**config.mk**
```make
export PLATFORM = sky130hd
export DESIGN_NAME = crc_frame_arbiter
export DESIGN_NICKNAME = d
export VERILOG_FILES = /design/src/rtl/crc_frame_arbiter.sv
export SDC_FILE = /design/constraint.sdc
export NUM_CORES = 1
export LEC_CHECK = 0
export BUFFER_PORTS_ARGS = -buffer_cell sky130_fd_sc_hd__buf_2
export CAP_MARGIN = 10
export CELL_PAD_IN_SITES_DETAIL_PLACEMENT = 1
export CELL_PAD_IN_SITES_GLOBAL_PLACEMENT = 1
export CORE_AREA = 8 8 171 173
export CTS_BUF_LIST = sky130_fd_sc_hd__clkbuf_16
export DETAILED_ROUTE_END_ITERATION = 12
export DIE_AREA = 0 0 179 181
export PLACE_DENSITY = 0.58
export SLEW_MARGIN = 20
export SYNTH_ARGS = -nofsm -noshare
export SYNTH_HDL_FRONTEND = slang
export SYNTH_SLANG_ARGS = --single-unit
```
**constraint.sdc**
```tcl
create_clock -name clock -period 3.12 [get_ports clock]
set_clock_uncertainty 0.15 [all_clocks]
set_input_delay 0 -clock clock [delete_from_list [all_inputs] [get_ports clock]]
set_output_delay 0 -clock clock [all_outputs]
set_load 0.05 [all_outputs]
```
**src/rtl/crc_frame_arbiter.sv**
```systemverilog
// crc_frame_arbiter
// Two 64-bit AXI-Stream frame sources share one crc_mac. Frames are granted
// whole, in round-robin order. Each grant pushes its source ID into a small
// FIFO. On the return path the FIFO head tags the crc_mac output stream, and
// one CRC result record is produced per frame.
//
// state | meaning
// ------+---------------------------------------------------------------
// IDLE  | no frame in progress; arbitrate when the ID FIFO has room
// BUSY  | forwarding the granted source's frame to crc_mac until tlast

module crc_frame_arbiter #(
    parameter int ID_FIFO_DEPTH = 4
) (
    input  logic        clock,
    input  logic        aresetn,

    input  logic [63:0] s0_axis_tdata,
    input  logic [7:0]  s0_axis_tkeep,
    input  logic        s0_axis_tlast,
    input  logic        s0_axis_tuser,
    input  logic        s0_axis_tvalid,
    output logic        s0_axis_tready,

    input  logic [63:0] s1_axis_tdata,
    input  logic [7:0]  s1_axis_tkeep,
    input  logic        s1_axis_tlast,
    input  logic        s1_axis_tuser,
    input  logic        s1_axis_tvalid,
    output logic        s1_axis_tready,

    output logic [63:0] m_axis_tdata,
    output logic [7:0]  m_axis_tkeep,
    output logic        m_axis_tlast,
    output logic        m_axis_tuser,
    output logic        m_axis_tvalid,
    input  logic        m_axis_tready,

    input  logic [63:0] c_axis_tdata,
    input  logic [7:0]  c_axis_tkeep,
    input  logic        c_axis_tlast,
    input  logic        c_axis_tuser,
    input  logic        c_axis_tvalid,
    output logic        c_axis_tready,
    input  logic [31:0] crc_in,

    output logic [63:0] o_axis_tdata,
    output logic [7:0]  o_axis_tkeep,
    output logic        o_axis_tlast,
    output logic        o_axis_tuser,
    output logic        o_axis_tvalid,
    input  logic        o_axis_tready,
    output logic        o_axis_tdest,

    output logic        res_valid,
    input  logic        res_ready,
    output logic [31:0] res_crc,
    output logic        res_src,
    output logic        res_tuser,
    output logic        err_underflow
);

    localparam int AW = $clog2(ID_FIFO_DEPTH);

    typedef enum logic {
        IDLE = 1'b0,
        BUSY = 1'b1
    } state_t;

    state_t state, state_nxt;
    logic grant, grant_nxt;
    logic last_grant, last_grant_nxt;

    logic [ID_FIFO_DEPTH-1:0] id_mem;
    logic [AW-1:0]            wr_ptr, rd_ptr;
    logic [AW:0]              id_count;
    logic                     id_full, id_empty, id_head;
    logic                     id_push, id_pop;

    logic stall, c_last_hs;

    assign id_full  = (id_count == (AW+1)'(ID_FIFO_DEPTH));
    assign id_empty = (id_count == '0);
    assign id_head  = id_mem[rd_ptr];

    // Arbitration and input mux; payload always follows grant, tvalid/tready only in BUSY.
    always_comb begin
        state_nxt      = state;
        grant_nxt      = grant;
        last_grant_nxt = last_grant;
        id_push        = 1'b0;
        m_axis_tdata   = grant ? s1_axis_tdata : s0_axis_tdata;
        m_axis_tkeep   = grant ? s1_axis_tkeep : s0_axis_tkeep;
        m_axis_tlast   = grant ? s1_axis_tlast : s0_axis_tlast;
        m_axis_tuser   = grant ? s1_axis_tuser : s0_axis_tuser;
        m_axis_tvalid  = 1'b0;
        s0_axis_tready = 1'b0;
        s1_axis_tready = 1'b0;
        case (state)
            IDLE: begin
                if ((s0_axis_tvalid || s1_axis_tvalid) && !id_full) begin
                    if (s0_axis_tvalid && s1_axis_tvalid) begin
                        grant_nxt = ~last_grant;
                    end else begin
                        grant_nxt = s1_axis_tvalid;
                    end
                    last_grant_nxt = grant_nxt;
                    id_push        = 1'b1;
                    state_nxt      = BUSY;
                end
            end
            BUSY: begin
                m_axis_tvalid  = grant ? s1_axis_tvalid : s0_axis_tvalid;
                s0_axis_tready = !grant && m_axis_tready;
                s1_axis_tready = grant && m_axis_tready;
                if (m_axis_tvalid && m_axis_tready && m_axis_tlast) begin
                    state_nxt = IDLE;
                end
            end
            default: state_nxt = IDLE;
        endcase
    end

    // FSM, grant and round-robin history registers.
    always_ff @(posedge clock or negedge aresetn) begin
        if (!aresetn) begin
            state      <= IDLE;
            grant      <= 1'b0;
            last_grant <= 1'b1;
        end else begin
            state      <= state_nxt;
            grant      <= grant_nxt;
            last_grant <= last_grant_nxt;
        end
    end

    // Return path: the only added backpressure holds a tlast beat while an unread record is pending.
    assign stall         = c_axis_tlast & res_valid & ~res_ready;
    assign c_axis_tready = o_axis_tready & ~stall;
    assign o_axis_tvalid = c_axis_tvalid & ~stall;
    assign o_axis_tdata  = c_axis_tdata;
    assign o_axis_tkeep  = c_axis_tkeep;
    assign o_axis_tlast  = c_axis_tlast;
    assign o_axis_tuser  = c_axis_tuser;
    assign o_axis_tdest  = id_empty ? 1'b0 : id_head;

    assign c_last_hs = c_axis_tvalid & c_axis_tready & c_axis_tlast;
    assign id_pop    = c_last_hs & ~id_empty;

    // Source-ID FIFO: push on grant, pop on each returned tlast.
    always_ff @(posedge clock or negedge aresetn) begin
        if (!aresetn) begin
            id_mem   <= '0;
            wr_ptr   <= '0;
            rd_ptr   <= '0;
            id_count <= '0;
        end else begin
            if (id_push) begin
                id_mem[wr_ptr] <= grant_nxt;
                wr_ptr         <= wr_ptr + 1'b1;
            end
            if (id_pop) begin
                rd_ptr <= rd_ptr + 1'b1;
            end
            id_count <= id_count + {{AW{1'b0}}, id_push} - {{AW{1'b0}}, id_pop};
        end
    end

    // Result record and sticky underflow flag; a reload in the same cycle wins over the clear.
    always_ff @(posedge clock or negedge aresetn) begin
        if (!aresetn) begin
            res_valid     <= 1'b0;
            res_crc       <= '0;
            res_src       <= 1'b0;
            res_tuser     <= 1'b0;
            err_underflow <= 1'b0;
        end else begin
            if (c_last_hs) begin
                res_valid <= 1'b1;
                res_crc   <= crc_in;
                res_src   <= id_empty ? 1'b0 : id_head;
                res_tuser <= c_axis_tuser;
                if (id_empty) begin
                    err_underflow <= 1'b1;
                end
            end else if (res_ready) begin
                res_valid <= 1'b0;
            end
        end
    end

endmodule

```
==> impl_results.md <==
* Outcome: finished, final reports clean
* Largest net degree at the start of global routing at 58
* Clk_lat worst skew at 0.29 ns
* Avg Vias per Cell at 3.65
* TNS Setup at 0 ns
* Crit path arrival time at 2.60 ns
* RSZ-0062 raised after global routing: no
* Syn nets at 574
* Asr flop ratio synth at 100%
* CTS clk-pin slew, worst paths at 0.07 ns
* Worst setup SP type: register
* Global-route wire length before repair at 29100 um
* Cell row count at 60
* Worst-path cell with the longest stage delay: dfrtp_1
* Top-area cell type share of the netlist area at 34.0%
* Max Freq at 0.394 GHz
* Synth Warn # at 0
* CTS root buffer: clkbuf_16
* Post-synth EDFFs at 0
* Crit-path max cell delay at 0.47 ns
* Ports at 452
* Synth Instances at 305
* Power Density at 860 mW/mm^2
* Worst path top cell family by delay: adder cells
* M3 GR Usage at 3.75%
* Worst vdd ir at 0.312 mV
* GRT busiest layer: met2
* Gpl congestion at 0.769
* Endpoints failing hold at 0
* Top cells by area, synth: dfrtp_1 34%, mux2_2 25%, buf_4 17%
* CORE AREA at 0.0265 sq mm
* WP buf/inv at 2
* Sequential area share after synthesis at 34.7%
* TritonCTS clock tree: built
* Post-route DRC at 0
* CTS Sinks at 50
* Crit path launch: id_count[1]
* Post_cts resized at 0
* CP Cell Sequence: nor3_2, nor3_1, ha_1, inv_1, ha_1, inv_1, fa_1, xnor2_1, xnor2_1
* Worst EP required at 3.18 ns
* Initial antenna violation count at 7
* Met1 usage at 12.8%
* Mapped Area at 0.00361 sq mm
* # setup viols final at 0
* Area leader, netlist: dfrtp_1
* Worst min path class: in2reg
* Final Hold Slack at 0.0473 ns
* Reg-to-Reg Start: id_count[1]
* Max-slew headroom at 45.2%
* Mean post-synth cell area at 11.8 sq um
* H-tree depth at 2
* Total grt overflow at 0
* Post-synth top cells: 82 x buf_4, 80 x mux2_2, 49 x dfrtp_1
* Maxcap violations at 0
* Crit end category: register
* Period utilization at 81.3%
* CTS Buffer Depth at 2
* Routing usage on met2 at 23.1%
* Worst Path Max Fanout at 4
* Seq cells post-synth at 50
* Total wire length at 21600 um
* TritonRoute pass-1 iters at 4
* Die W at 179 um
* Die area at 0.0324 sq mm
* Syn-to-layout area delta at 73.5%
* Gr usage total at 12.1%
* Vias in the first global route at 4105
* Slew Viols, Final at 0
* Vias at 3622
* Chip height at 181 um
* Tmin final at 2.54 ns
* Critical path class: reg2reg
* Count leader, synth: buf_4
* Yosys cell types at 34
* Ratio of cells with drive above 1 in the final layout at 62.9%
* Starting Density at 13.6%
* DRT iter0 DRCs at 90
* Wire length per cell at 21.7 um
* Main synth FF type: dfrtp_1
* Actual slew at the worst max-slew pin at 0.822 ns
* Nets at 917
* Hold Path Origin: s1_axis_tvalid
* Final Total Pwr at 5.38 mW
* Leak at 3.03 nW
* TritonCTS buffer count at 5
* Port bufs at 307
* HPWL Detailed at 16400 um
* Antenna Violating Nets Remaining at 0
path summary, 6_finish.rpt:
kind                                 endpoint  slack, ns  cells after the start
worst min register to register  err_underflow       0.32                      1
worst max register to register    id_count[2]       0.58                      9
worst max-delay path              id_count[2]       0.58                      9
max in group asynchronous          last_grant       2.00                      3
worst min-delay path                    grant       0.05                      3
min in group asynchronous         res_crc[12]       0.13                      2
registers in the layout (all words and copies together) (netlist names):
signal and count:
res_tuser 1, id_mem 4, id_count 3, last_grant 1
res_src 1, res_valid 1, err_underflow 1, res_crc 32
grant 1, rd_ptr 2, wr_ptr 2, state 1
layout make-up:
cell class                      instances  area [sq um]
Fill cell                            3104         20200
Antenna cell                            3          7.51
Sequential cell                        50          1260
Clock buffer                            5           125
Timing Repair Buffer                  423          2690
Clock inverter                          3          41.3
Inverter                                7          26.3
Tap cell                              341           427
Multi-Input combinational cell        161          1690
per-stage QoR:
step                      utilization, %  cells  setup slack, ns  instance area [sq um]
after CTS                           23.6    990            0.558                   6250
after global placement              18.8    871            0.654                   4970
after detailed placement            18.8    871            0.571                   4970
after global routing                23.6    992            0.355                   6260
after floorplan                        -    305            0.598                   3610
final                               23.6    993            0.582                   6260
power breakdown:
group,internal (mW),switching (mW),total (mW)
Combinational,1.13,2.48,3.61
Sequential,0.853,0.297,1.15
Clock,0.376,0.244,0.620
cell usage in the layout, fill, tap and decap left out:
master / netlist / final
buf_2: 3 / 307
dlygate4sd3_1: 0 / 111
mux2_2: 80 / 80
dfrtp_1: 49 / 48
mux2_1: 29 / 29
inv_1: 7 / 8
ha_1: 6 / 6
nand2_1: 5 / 5
clkbuf_16: 0 / 5
buf_4: 82 / 5
o31a_1: 4 / 4
a31o_1: 4 / 4
diode_2: 0 / 3
xnor2_1: 3 / 3
nor2_1: 2 / 2
nor3_2: 2 / 2
nand3_1: 2 / 2
a21boi_0: 2 / 2
a21o_1: 2 / 2
and2_1: 2 / 2
nor3b_1: 2 / 2
and3_1: 2 / 2
xor2_1: 2 / 2
nor3b_4: 1 / 1
and2b_1: 1 / 1
nor3_1: 1 / 1
mux4_2: 1 / 1
nor2b_4: 1 / 1
o2bb2ai_1: 1 / 1
nor2_4: 1 / 1
o32a_1: 1 / 1
nor4b_1: 1 / 1
nand2b_1: 1 / 1
mux2_4: 1 / 1
fa_1: 1 / 1
bufinv_16: 0 / 1
clkinvlp_4: 0 / 1
dfrtp_4: 0 / 1
dfstp_2: 1 / 1
timing repair:
| item | 4_1_cts | 5_1_grt |
|---|---|---|
| buffers inserted | 0 | 0 |
| hold buffers | 111 | 0 |
| hold endpoints to repair | 134 | 0 |
routing by layer:
metal	wire [um]	share of wire, %
met1	7660	36
met4	103	0.48
met2	11700	54
met5	37	0.17
met3	2110	9.8
worst register-to-register path, cell delays in order, from the launching register on:
cell     delay, ns
dfrtp_1       0.47
nor3_2        0.43
nor3_1        0.14
ha_1          0.31
inv_1         0.06
ha_1          0.14
inv_1         0.05
fa_1          0.38
xnor2_1       0.19
xnor2_1       0.14
cells by family (layout without fill, tap and decap cells):
logic type | Yosys count | in the layout | synth area share [%]
AO/OA/AOI/OAI | 14 | 14 | 3.29
other | 0 | 3 | 0
XOR/XNOR | 5 | 5 | 1.21
flip-flops | 50 | 50 | 34.7
buffers and inverters | 94 | 438 | 18.4
adder cells (fa/ha/maj) | 7 | 7 | 2.64
multiplexers | 111 | 111 | 35.1
AND/OR/NAND/NOR | 24 | 24 | 4.65
Power figures use the tool's default switching activity.
